<file path="config.mk">
export PLATFORM = sky130hd
export DESIGN_NAME = axi_mem_master
export DESIGN_NICKNAME = d
export VERILOG_FILES = /design/src/rtl/axi_mem_master.sv
export SDC_FILE = /design/constraint.sdc
export NUM_CORES = 1
export LEC_CHECK = 0
export CORE_ASPECT_RATIO = 0.5
export CORE_MARGIN = 5
export CORE_UTILIZATION = 34
export CTS_BUF_LIST = sky130_fd_sc_hd__clkbuf_2
export CTS_CLUSTER_DIAMETER = 80
export DETAILED_ROUTE_END_ITERATION = 7
export HOLD_SLACK_MARGIN = 0.08
export PLACE_DENSITY = 0.87
export SYNTH_ARGS = -nofsm -noshare
export SYNTH_HDL_FRONTEND = slang
export SYNTH_SLANG_ARGS = --single-unit
</file>
<file path="constraint.sdc">
create_clock -name clk -period 5.86 [get_ports clk]
set_input_delay 1.758 -clock clk [delete_from_list [all_inputs] [get_ports clk]]
set_output_delay 1.758 -clock clk [all_outputs]
set_load 0.01 [all_outputs]
</file>
<file path="src/rtl/axi_mem_master.sv">
// AXI4 master bridge for a stalling CPU memory port: one INCR burst (read or write) at a time,
// with sticky error reporting on bad responses, ID mismatches and RLAST/length disagreement.
module axi_mem_master #(
  parameter int unsigned ADDR_W    = 32,
  parameter int unsigned DATA_W    = 32,
  parameter int unsigned ID_W      = 4,
  parameter int unsigned MASTER_ID = 0,
  parameter int unsigned LEN_W     = 4
) (
  input  logic                clk,
  input  logic                rst,
  // CPU side
  input  logic                req_i,
  input  logic                we_i,
  input  logic [ADDR_W-1:0]   addr_i,
  input  logic [LEN_W-1:0]    len_i,
  input  logic [DATA_W-1:0]   wdata_i,
  input  logic [DATA_W/8-1:0] wstrb_i,
  input  logic                wdata_valid_i,
  output logic                wdata_ready_o,
  output logic [DATA_W-1:0]   rdata_o,
  output logic                rvalid_o,
  output logic                stall_o,
  output logic                done_o,
  output logic                err_o,
  // AR channel
  output logic [ID_W-1:0]     arid_m_o,
  output logic [ADDR_W-1:0]   araddr_m_o,
  output logic [7:0]          arlen_m_o,
  output logic [2:0]          arsize_m_o,
  output logic [1:0]          arburst_m_o,
  output logic                arvalid_m_o,
  input  logic                arready_m_i,
  // R channel
  input  logic [ID_W-1:0]     rid_m_i,
  input  logic [DATA_W-1:0]   rdata_m_i,
  input  logic [1:0]          rresp_m_i,
  input  logic                rlast_m_i,
  input  logic                rvalid_m_i,
  output logic                rready_m_o,
  // AW channel
  output logic [ID_W-1:0]     awid_m_o,
  output logic [ADDR_W-1:0]   awaddr_m_o,
  output logic [7:0]          awlen_m_o,
  output logic [2:0]          awsize_m_o,
  output logic [1:0]          awburst_m_o,
  output logic                awvalid_m_o,
  input  logic                awready_m_i,
  // W channel
  output logic [DATA_W-1:0]   wdata_m_o,
  output logic [DATA_W/8-1:0] wstrb_m_o,
  output logic                wlast_m_o,
  output logic                wvalid_m_o,
  input  logic                wready_m_i,
  // B channel
  input  logic [ID_W-1:0]     bid_m_i,
  input  logic [1:0]          bresp_m_i,
  input  logic                bvalid_m_i,
  output logic                bready_m_o
);

  localparam logic [ID_W-1:0] Mid  = ID_W'(MASTER_ID);
  localparam logic [2:0]      Size = 3'($clog2(DATA_W / 8));

  typedef enum logic [2:0] {StIdle, StRaddr, StRbeat, StWaddr, StWbeat, StWresp} state_e;

  state_e              state_q, state_d;
  logic [ADDR_W-1:0]   addr_q, addr_d;
  logic [LEN_W-1:0]    len_q, len_d;
  logic [LEN_W-1:0]    beat_q, beat_d;
  logic                err_q, err_d;
  logic                done_q, done_d;
  logic                last_beat;

  assign last_beat   = (beat_q == len_q);

  assign arid_m_o    = Mid;
  assign awid_m_o    = Mid;
  assign arsize_m_o  = Size;
  assign awsize_m_o  = Size;
  assign arburst_m_o = 2'b01;
  assign awburst_m_o = 2'b01;
  assign arlen_m_o   = 8'(len_q);
  assign awlen_m_o   = 8'(len_q);

  assign rdata_o       = rdata_m_i;
  assign rvalid_o      = rvalid_m_i & rready_m_o;
  assign wdata_ready_o = wvalid_m_o & wready_m_i;
  assign stall_o       = (state_q != StIdle) | req_i;
  assign done_o        = done_q;
  assign err_o         = err_q;

  always_comb begin
    state_d     = state_q;
    addr_d      = addr_q;
    len_d       = len_q;
    beat_d      = beat_q;
    err_d       = err_q;
    done_d      = 1'b0;
    araddr_m_o  = '0;
    arvalid_m_o = 1'b0;
    rready_m_o  = 1'b0;
    awaddr_m_o  = '0;
    awvalid_m_o = 1'b0;
    wdata_m_o   = '0;
    wstrb_m_o   = '0;
    wlast_m_o   = 1'b0;
    wvalid_m_o  = 1'b0;
    bready_m_o  = 1'b0;
    case (state_q)
      StIdle: begin
        if (req_i) begin
          addr_d  = addr_i;
          len_d   = len_i;
          beat_d  = '0;
          err_d   = 1'b0;
          state_d = we_i ? StWaddr : StRaddr;
        end
      end
      StRaddr: begin
        arvalid_m_o = 1'b1;
        araddr_m_o  = addr_q;
        if (arready_m_i) state_d = StRbeat;
      end
      StRbeat: begin
        rready_m_o = 1'b1;
        if (rvalid_m_i) begin
          // Counter wraps on overrun; only RLAST ends the burst.
          beat_d = beat_q + LEN_W'(1);
          if ((rresp_m_i != 2'b00) || (rid_m_i != Mid) || (rlast_m_i != last_beat)) begin
            err_d = 1'b1;
          end
          if (rlast_m_i) begin
            state_d = StIdle;
            done_d  = 1'b1;
          end
        end
      end
      StWaddr: begin
        awvalid_m_o = 1'b1;
        awaddr_m_o  = addr_q;
        if (awready_m_i) state_d = StWbeat;
      end
      StWbeat: begin
        wvalid_m_o = wdata_valid_i;
        wdata_m_o  = wdata_i;
        wstrb_m_o  = wstrb_i;
        wlast_m_o  = last_beat;
        if (wdata_valid_i && wready_m_i) begin
          beat_d = beat_q + LEN_W'(1);
          if (last_beat) state_d = StWresp;
        end
      end
      StWresp: begin
        bready_m_o = 1'b1;
        if (bvalid_m_i) begin
          if ((bresp_m_i != 2'b00) || (bid_m_i != Mid)) err_d = 1'b1;
          state_d = StIdle;
          done_d  = 1'b1;
        end
      end
      default: state_d = StIdle;
    endcase
  end

  always_ff @(posedge clk or negedge rst) begin
    if (!rst) begin
      state_q <= StIdle;
      addr_q  <= '0;
      len_q   <= '0;
      beat_q  <= '0;
      err_q   <= 1'b0;
      done_q  <= 1'b0;
    end else begin
      state_q <= state_d;
      addr_q  <= addr_d;
      len_q   <= len_d;
      beat_q  <= beat_d;
      err_q   <= err_d;
      done_q  <= done_d;
    end
  end

endmodule

</file>
Word level (Yosys, flattened, before mapping). Cells that the tools add are included.

Register bits: 45. Input port bits: 127. Output and inout port bits: 177. Logic and storage cells: 77.

Add/sub/neg operators: 1. Equal/unequal tests: 17. Muxes and demuxes: 34. Bitwise operators: 3. Reduce and logical (&&, ||, !) cells: 16.

Operators with widths (number): two-way mux 32 bit (3); two-way mux 3 bit (8); != test 2 bit (second input constant) (10); one-hot mux 3 bit (6 select lines) (1); two-way mux 4 bit (4); two-way mux 1 bit (14); one-hot mux 4 bit (3 select lines) (1); nonzero test 3 bit (3); AND reduction 8 bit (1); nonzero test 4 bit (2); equality test 3 x 2 -> 1 bit (second input constant) (2); equality test 3 bit (second input constant) (2); AND reduction 6 bit (1); adder 4 x 1 -> 4 bit (second input constant) (1); equality test 4 bit (1); AND reduction 4 bit (1); nonzero test 2 bit (2); equality test 3 x 1 -> 1 bit (second input constant) (1); zero test 3 bit (1); logical OR 1 bit (3); one-hot mux 1 bit (3 select lines) (1); AND 1 bit (2); two-way mux 2 bit (1); one-hot mux 1 bit (2 select lines) (1); 4 further kinds (4).

Depth between registers and ports, before layout. Gate-level depths: netlist (run 1).

Depth after elaboration: 6. Mapped depth: 6. Gate-level depth less buffers: 4.

Worst setup path after synthesis (run 1). No wires, ideal clock.

Path kind: input to output. Start: in req_i. End: out stall_o. Arrival time: 2212 ps. Setup slack: 1890 ps. Stages: 1. Path through: or4_1.

Longest elaborated chain between the ends: 1.

RTL lines: from (decl) (line 13) `input logic req_i,`; bitwise OR 1 bit (line 89) `assign stall_o = (state_q != StIdle) | req_i;`; to (decl) (line 23) `output logic stall_o,`.

Every way passes these cells.

Final worst setup path (run 1). Ends and elaborated chain as after synthesis.

==> results of run 1 <==
-- cells by family after synthesis --
family	count (synthesis)	share of synthesized area [%]
flops	45	35.52
other cells	2	0.2369
buf+inv	85	17.68
fa+ha+maj	1	0.3946
compound gates	15	3.749
simple gates	137	26.87
mux	40	14.17
xor+xnor	5	1.381
-- worst register-to-register path, stage by stage (launching register included) --
cell and delay (ps):
dfrtp_1 640, nor2_1 830, buf_4 350, o2111ai_1 130, nor2_1 110, a211o_1 100
-- Yosys cell counts (all sizes together) (3+ instances only) --
cell type | count | share of area, %
dfrtp | 45 | 36
a21oi | 5 | 0.79
and3 | 37 | 7.3
nand2 | 3 | 0.36
nor2 | 9 | 1.1
buf | 69 | 16
nor3 | 3 | 0.63
xnor2 | 4 | 1.1
mux2 | 39 | 14
and2 | 65 | 13
clkbuf | 14 | 1.7
-- state kept, by name, indices dropped and copies added, names as in the netlist --
register and cells:
addr_q 32, beat_q 4, done_o 1, err_o 1, len_q 4, state_q 3
-- layout make-up --
| type | count | area, sq um |
|---|---|---|
| Clock buffer | 6 | 30.03 |
| Clock inverter | 2 | 10.01 |
| Fill cell | 771 | 3819 |
| Inverter | 2 | 7.507 |
| Multi-Input combinational cell | 224 | 1585 |
| Sequential cell | 45 | 1126 |
| Tap cell | 117 | 146.4 |
| Timing Repair Buffer | 218 | 2165 |
-- power by group through the flow --
stage | registers [uW] | logic [uW] | clock network, uW
finish | 599 | 1190 | 133
CTS | 602 | 1200 | 141
detailed placement | 610 | 1190 | 0
global placement | 598 | 1170 | 0
global route | 625 | 1270 | 156
floorplan | 556 | 684 | 0
-- path summary, 6_finish.rpt --
kind                                 start    endpoint  slack (ps)  cells past startpoint
worst max-delay path                 req_i     stall_o         960                      3
worst max register to register  state_q[0]  state_q[0]        3660                      5
max in group asynchronous              rst       err_o        3780                      1
min in group asynchronous              rst  addr_q[19]        1450                      1
worst min-delay path            addr_q[13]  addr_q[13]         550                      1
worst min register to register  addr_q[13]  addr_q[13]         550                      1
-- per-stage QoR --
step	power (uW)	setup slack [ps]	utilization, %	hold WS [ps]
6_report	1918	964.0	57.04	553.8
5_1_grt	2049	884.4	57.04	570.2
4_1_cts	1940	956.6	57.04	555.1
3_5_place_dp	1801	959.2	56.59	505.8
3_3_place_gp	1766	969.6	56.59	497.0
2_1_floorplan	1240	1890	-	486.3
-- metal layers --
layer / vias to the layer above / global-route usage (%) / part of all wire [%]
met4: 0 / 5.441 / 2.0
met1: 1367 / 19.65 / 40
met3: 20 / 3.510 / 3.8
li1: 1353 / - / -
met2: 90 / 33.61 / 55
met5: - / 0 / 0
==> flow_summary.toml, run 1 <==
[power_and_ir_drop]
swShare_pct = 39.17
ir_worst_vdd_v = 0.0001964
pwr-share-seq_pct = 31.2
clock_power_share_pct = 6.9
leakage_uw = 0.002163
pwr-share-comb_pct = 61.8
p_sw_uw = 751.3
p_per_area_nw_per_um2 = 378.3
p_int_uw = 1167

[synth]
synth_area_per_cell_sq_um = 9.608
async_reset_ff_share_pct = 100.0
yosysSeqAreaShare_pct = 35.52
syn_inst = 330
synth-edff-count = 0
netlist_area_sq_um = 3171
ys_ff_latch = 45
ys_warn_count = 0
synthFlopType = "dfrtp_1"
ys_types = 41

[worst_setup_path]
crit_top_cell = "clkdlybuf4s50_1"
end_kind = "output port"
critical_path_class = "primary input to output port"
crit_chain = "clkdlybuf4s50_1, or4_1, clkdlybuf4s50_1"
cp_top_family = "buffers and inverters"
cp.arrival_ps = 3140
critPathRequiredTime_ps = 4100
max_stage_delay_ps = 490
worstPathMaxFanout = 5
critPathSlowestCell = "clkdlybuf4s50_1"
critPathBufInv = 2
critPathLaunchType = "primary input"

[layout]
final_common_cell = "clkdlybuf4s50_1"
drive_gt1_share_pct = 11.87
antennaDiodeCount = 0
final_cell_area_sq_um = 5070
syn_to_final_growth_pct = 59.91
mostFrequentLayoutCells = "clkdlybuf4s50_1, and2_1, dfrtp_1, mux2_2, and3_1"
nets = 624
instances_no_fill = 614

[placement]
portBuffers = 213
dp_hpwl_microns = 8574
placed_area_sq_um = 5030
gp_congestion = 0.7698
dp.cells = 606

[drt]
drcViolationCount = 0
routedWlPerCell_microns = 17.49
routed-via-count = 2830
drt_iter0_markers = 133
antenna_left = 0
firstDrtPassIters = 4
viasPerCell = 4.609
drt_wl_total_microns = 10740

[clock_tree]
clock_sinks = 45
numCtsBuffers = 5
cts_root_buf = "clkbuf_2"
cts_tree = "done"
cts.htree.levels = 2
ctsResizeCount = 0
cts_hold_buffers = 0
post-cts-setup-buffers = 0
clockBufferDepth = 2
clk_pin_slew_ps = 210
clk_latency_ps = 430

[die]
fp.dieArea_sq_um = 11470
num_rows = 24
start_util_pct = 35.67
pin_count = 304
core_area_sq_um = 8889
die_width_microns = 146.6
die_h_microns = 78.29

[timing]
fin_crit_ps = 4896
finalCritPeriodShare_pct = 83.55
finalMaxSlewViolations = 0
max_slew_margin_pct = 33.24
clock_skew_ps = 17.35
setup_viol = 0
hold_viol = 0
setup_tns_ps = 0
worst_slew_pin_slew_ps = 1001
rsz0062_at_grt = "false"
max_freq_ghz = 0.2042

[run_status]
status = "finished clean"

[grt]
grt_pass1_vias = 2883
antenna_found_initial = 0
grt_pass1_wl_microns = 16220
grt.overflow.total = 0
grt_max_degree = 53
grt_usage_pct = 17.46

[min_path]
hold_path.class = "register to register"

[flow_run]
drv_cap = 0
Note: power is estimated with default switching activity, not from simulation.
==> run 2: changes to the inputs <==
Settings changed: CORE_UTILIZATION 34 to 28, PLACE_DENSITY 0.87 to 0.76.
Clock period 5.86 ns to 4.4 ns, I/O delays scaled along.
==> run 2 against run 1 <==
  * Combinational power up 32%
  * Final cell count is 4.4% higher
  * Clock power increased by 36%
  * Register-to-register slack got worse by 1300 ps
  * First-iteration DRC count up 8.3%
  * Sequential share of layout area fell by 0.14 points
==> flow_summary.toml, run 2 (same netlist as run 1, synthesis figures left out) <==
[clock_tree]
cts_hold_buffers = 0
ctsResizeCount = 0
clock_sinks = 45
post-cts-setup-buffers = 0
clk_pin_slew_ps = 210
cts_root_buf = "clkbuf_2"
cts_tree = "done"
cts.htree.levels = 2
clockBufferDepth = 2
numCtsBuffers = 5
clk_latency_ps = 440

[power_and_ir_drop]
leakage_uw = 0.002159
p_sw_uw = 995.4
ir_worst_vdd_v = 0.0003024
swShare_pct = 39.10
clock_power_share_pct = 7.1
pwr-share-seq_pct = 31.2
p_int_uw = 1550
p_per_area_nw_per_um2 = 499.1
pwr-share-comb_pct = 61.7

[grt]
grt.overflow.total = 0
top_usage_layer = "met2"
grt_use_met3_pct = 3.105
grt_pass1_vias = 2824
grt_pass1_wl_microns = 16240
antenna_found_initial = 0
grt_max_degree = 52
grtUsageMet1_pct = 17.42
met2_usage_pct = 26.99
grt_usage_pct = 14.77

[worst_setup_path]
critical_path_class = "primary input to output port"
crit_top_cell = "clkdlybuf4s50_1"
path_depth = 3
critPathBufInv = 2
worstPathMaxFanout = 5
r2r_setup_slack_ps = 2360
rr_worst_depth = 3
crit_chain = "clkdlybuf4s50_1, or4_1, clkdlybuf4s50_1"
max_stage_delay_ps = 500
critPathRequiredTime_ps = 3080
crit_start = "req_i"
end_kind = "output port"
r2r-start = "state_q[0]"
critPathLaunchType = "primary input"
timing.rr.end = "addr_q[22]"
cp_top_family = "buffers and inverters"
cp.arrival_ps = 2720
critPathSlowestCell = "clkdlybuf4s50_1"
endpoint = "stall_o"

[timing]
max_freq_ghz = 0.2473
holdWs_ps = 550.4
setup_tns_ps = 0
clock_skew_ps = 28.83
finalCritPeriodShare_pct = 91.89
worst_slew_pin_slew_ps = 1020
finalMaxSlewViolations = 0
setup_viol = 0
hold_viol = 0
rsz0062_at_grt = "false"
max_slew_margin_pct = 31.97
fin_crit_ps = 4043

[die]
pin_count = 304
num_rows = 27
die_width_microns = 160.5
core_area_sq_um = 11050
die_h_microns = 85.25
start_util_pct = 28.70
fp.dieArea_sq_um = 13680

[layout]
largest_reg_flops = 32
final_cell_area_sq_um = 5101
largestRegisters = "addr_q (32), beat_q (4), len_q (4)"
final_common_cell = "clkdlybuf4s50_1"
drive_gt1_share_pct = 11.49
mostFrequentLayoutCells = "clkdlybuf4s50_1, and2_1, dfrtp_1, mux2_2, and3_1"
antennaDiodeCount = 0
syn_to_final_growth_pct = 60.89
instances_no_fill = 641
fill_cells = 1075
top_register = "addr_q"
nets = 624

[placement]
dp.cells = 634
dp_hpwl_microns = 8556
portBuffers = 213
gp_congestion = 0.8023
placed_area_sq_um = 5062

[drt]
drcViolationCount = 0
viasPerCell = 4.392
drt_iter0_markers = 144
drt_wl_total_microns = 10730
routed-via-count = 2815
firstDrtPassIters = 5
antenna_left = 0
routedWlPerCell_microns = 16.73

[flow_run]
drv_cap = 0

[min_path]
hold_path.class = "register to register"

[run_status]
status = "finished clean"
## run 2: worst register-to-register path, cell delays in order (launching register included)
cell and delay [ps]:
dfrtp_1 660, nor4b_4 360, buf_4 500, mux2_2 430
## run 2: cell type report
class,instances,area (sq um),share of cell area [%]
tap,145,181.4,3.557
timing repair buffer,218,2165,42.43
clock buffer,5,25.02,0.4906
multi-input combinational,224,1583,31.03
sequential,45,1126,22.08
inverter,2,7.507,0.1472
clock inverter,2,13.76,0.2698
## run 2: stage by stage
step	power (uW)	setup WS [ps]	util [%]
floorplan	1651	1306	-
global placement	2359	382.9	45.83
detailed placement	2390	356.7	45.83
CTS	2582	356.7	46.18
global route	2741	214.6	46.18
finish	2546	356.8	46.18
## run 2: power groups by stage
stage	combinational, uW	sequential (uW)	clock, uW
5_1_grt	1690	837	214
3_3_place_gp	1560	799	0
3_5_place_dp	1580	808	0
4_1_cts	1590	798	194
2_1_floorplan	911	740	0
6_report	1570	793	181
## run 2: worst min-delay path by stage
stage               start    endpoint  slack [ps]  depth (start not counted)
3_3_place_gp   addr_q[18]  addr_q[18]         500                          1
6_report       addr_q[21]  addr_q[21]         550                          1
5_1_grt        addr_q[21]  addr_q[21]         580                          1
4_1_cts        addr_q[21]  addr_q[21]         550                          1
3_5_place_dp   addr_q[18]  addr_q[18]         510                          1
2_1_floorplan  addr_q[25]  addr_q[25]         490                          1
## run 2: metal layers
layer / routed length, microns / share of wire, % / up-vias
met5: 0 / 0 / -
met4: 218 / 2.0 / 0
met3: 464 / 4.3 / 17
met2: 5709 / 53 / 81
met1: 4332 / 40 / 1358
li1: - / - / 1359
==> run 3: changes to the inputs <==
Settings changed: CORE_MARGIN 5 to 1.5, GPL_ROUTABILITY_DRIVEN from default to 0, SKIP_CTS_REPAIR_TIMING from default to 1.
==> run 3 against run 2 <==
  * Die area fell by 12%
  * Non-clock buffer count rose by 1
  * Critical path depth did not move
  * Global-route usage rose by 0.82 points
  * Clock skew fell by 11 ps
  * Worst setup slack got worse by 4.6 ps
  * Final cell count rose by 0.31%
  * Critical path type unchanged
  * Routed wire length fell by 8.9%
  * Worst hold slack got worse by 6.2 ps
  * Combinational power barely moved
  * Largest cell class unchanged
  * Cell area rose by 0.27%
  * Utilization rose by 0.27 points
==> flow_summary.toml, run 3 (same netlist as run 1, synthesis figures left out) <==
[drt]
antenna_left = 0
viasPerCell = 4.400
routed-via-count = 2829
routedWlPerCell_microns = 15.20
drt_wl_total_microns = 9774
firstDrtPassIters = 4
drcViolationCount = 0
drt_iter0_markers = 117

[timing]
worst_slew_pin_slew_ps = 1034
max_freq_ghz = 0.2470
finalMaxSlewViolations = 0
max_slew_margin_pct = 31.04
rsz0062_at_grt = "false"
setup_viol = 0
finalCritPeriodShare_pct = 92.00
setup_tns_ps = 0
clock_skew_ps = 17.74
hold_viol = 0
fin_crit_ps = 4048

[worst_setup_path]
crit_chain = "clkdlybuf4s50_1, or4_1, clkdlybuf4s50_1"
critPathRequiredTime_ps = 3080
crit_start = "req_i"
endpoint = "stall_o"
rr_worst_depth = 4
worstPathMaxFanout = 5
end_kind = "output port"
crit_top_cell = "clkdlybuf4s50_1"
path_depth = 3
cp.arrival_ps = 2730
critPathLaunchType = "primary input"
timing.rr.end = "addr_q[17]"
r2r-start = "state_q[2]"
max_stage_delay_ps = 500
cp_top_family = "buffers and inverters"
critical_path_class = "primary input to output port"
critPathSlowestCell = "clkdlybuf4s50_1"
r2r_setup_slack_ps = 2440
critPathBufInv = 2

[grt]
grt_usage_pct = 15.60
antenna_found_initial = 0
grt.overflow.total = 0
grt_pass1_vias = 2634
grt_max_degree = 52
grt_pass1_wl_microns = 14720

[layout]
top_register = "addr_q"
largest_reg_flops = 32
drive_gt1_share_pct = 11.85
antennaDiodeCount = 0
final_cell_area_sq_um = 5115
fill_cells = 1069
final_common_cell = "clkdlybuf4s50_1"
seqCellArea_sq_um = 1126
multi_input_area_sq_um = 1583
mostFrequentLayoutCells = "clkdlybuf4s50_1, and2_1, dfrtp_1, mux2_2, and3_1"
syn_to_final_growth_pct = 61.33
nets = 625
largestRegisters = "addr_q (32), beat_q (4), len_q (4)"

[power_and_ir_drop]
pwr-share-comb_pct = 62.2
ir_worst_vdd_v = 0.0002721
clock_power_share_pct = 7.4
pwr-share-seq_pct = 30.4
leakage_uw = 0.002160
swShare_pct = 38.78
p_sw_uw = 987.3
p_int_uw = 1559
p_per_area_nw_per_um2 = 497.8

[die]
core_area_sq_um = 11010
start_util_pct = 28.79
pin_count = 304
fp.dieArea_sq_um = 12010
die_width_microns = 153.5
die_h_microns = 78.25
num_rows = 27

[flow_run]
drv_cap = 0

[placement]
dp_hpwl_microns = 7519
placed_area_sq_um = 5070
portBuffers = 213

[clock_tree]
clock_sinks = 45
cts_root_buf = "clkbuf_2"
clk_latency_ps = 440
clockBufferDepth = 2
cts_tree = "done"
clk_pin_slew_ps = 220
cts.htree.levels = 2
numCtsBuffers = 5

[run_status]
status = "finished clean"

[min_path]
hold_path.class = "register to register"
==> run 3: metrics by stage <==
stage	power, uW	hold WS [ps]	util [%]	setup WS (ps)	instances
final	2546	544.2	46.44	352.2	643
after global routing	2726	580.5	46.44	218.1	643
after CTS	2582	549.6	46.44	342.4	643
after detailed placement	2387	505.3	46.04	349.9	635
after global placement	2359	496.4	46.04	366.3	635
after floorplan	1651	486.3	-	1306	354
==> run 3: layout make-up <==
| cell class | count | area share (%) |
|---|---|---|
| multi-input combinational | 224 | 30.94 |
| timing repair buffer | 219 | 42.47 |
| inverter | 2 | 0.1468 |
| tap | 145 | 3.547 |
| sequential | 45 | 22.02 |
| clock buffer | 6 | 0.5871 |
| clock inverter | 2 | 0.2935 |
==> run 3: how the worst min path moves through the flow <==
| stage | from | endpoint | slack (ps) | depth (start not counted) |
|---|---|---|---|---|
| after floorplan | addr_q[25] | addr_q[25] | 490 | 1 |
| after global placement | addr_q[7] | addr_q[7] | 500 | 1 |
| after detailed placement | addr_q[16] | addr_q[16] | 510 | 1 |
| after CTS | addr_q[16] | addr_q[16] | 550 | 1 |
| after global routing | addr_q[16] | addr_q[16] | 580 | 1 |
| final | addr_q[16] | addr_q[16] | 540 | 1 |
==> run 3: power by group through the flow <==
stage                     Combinational (uW)  Clock, uW  Sequential, uW
after floorplan                          911          0             740
after detailed placement                1600          0             791
final                                   1580        189             774
after CTS                               1600        201             779
after global placement                  1580          0             781
after global routing                    1700        219             812
==> run 3: per-layer routing <==
layer,up-vias,GRT usage (%),part of all wire [%]
li1,1359,-,-
met1,1380,19.93,44
met2,71,26.61,51
met3,19,2.816,3.1
met4,0,5.534,2.1
met5,-,0,0
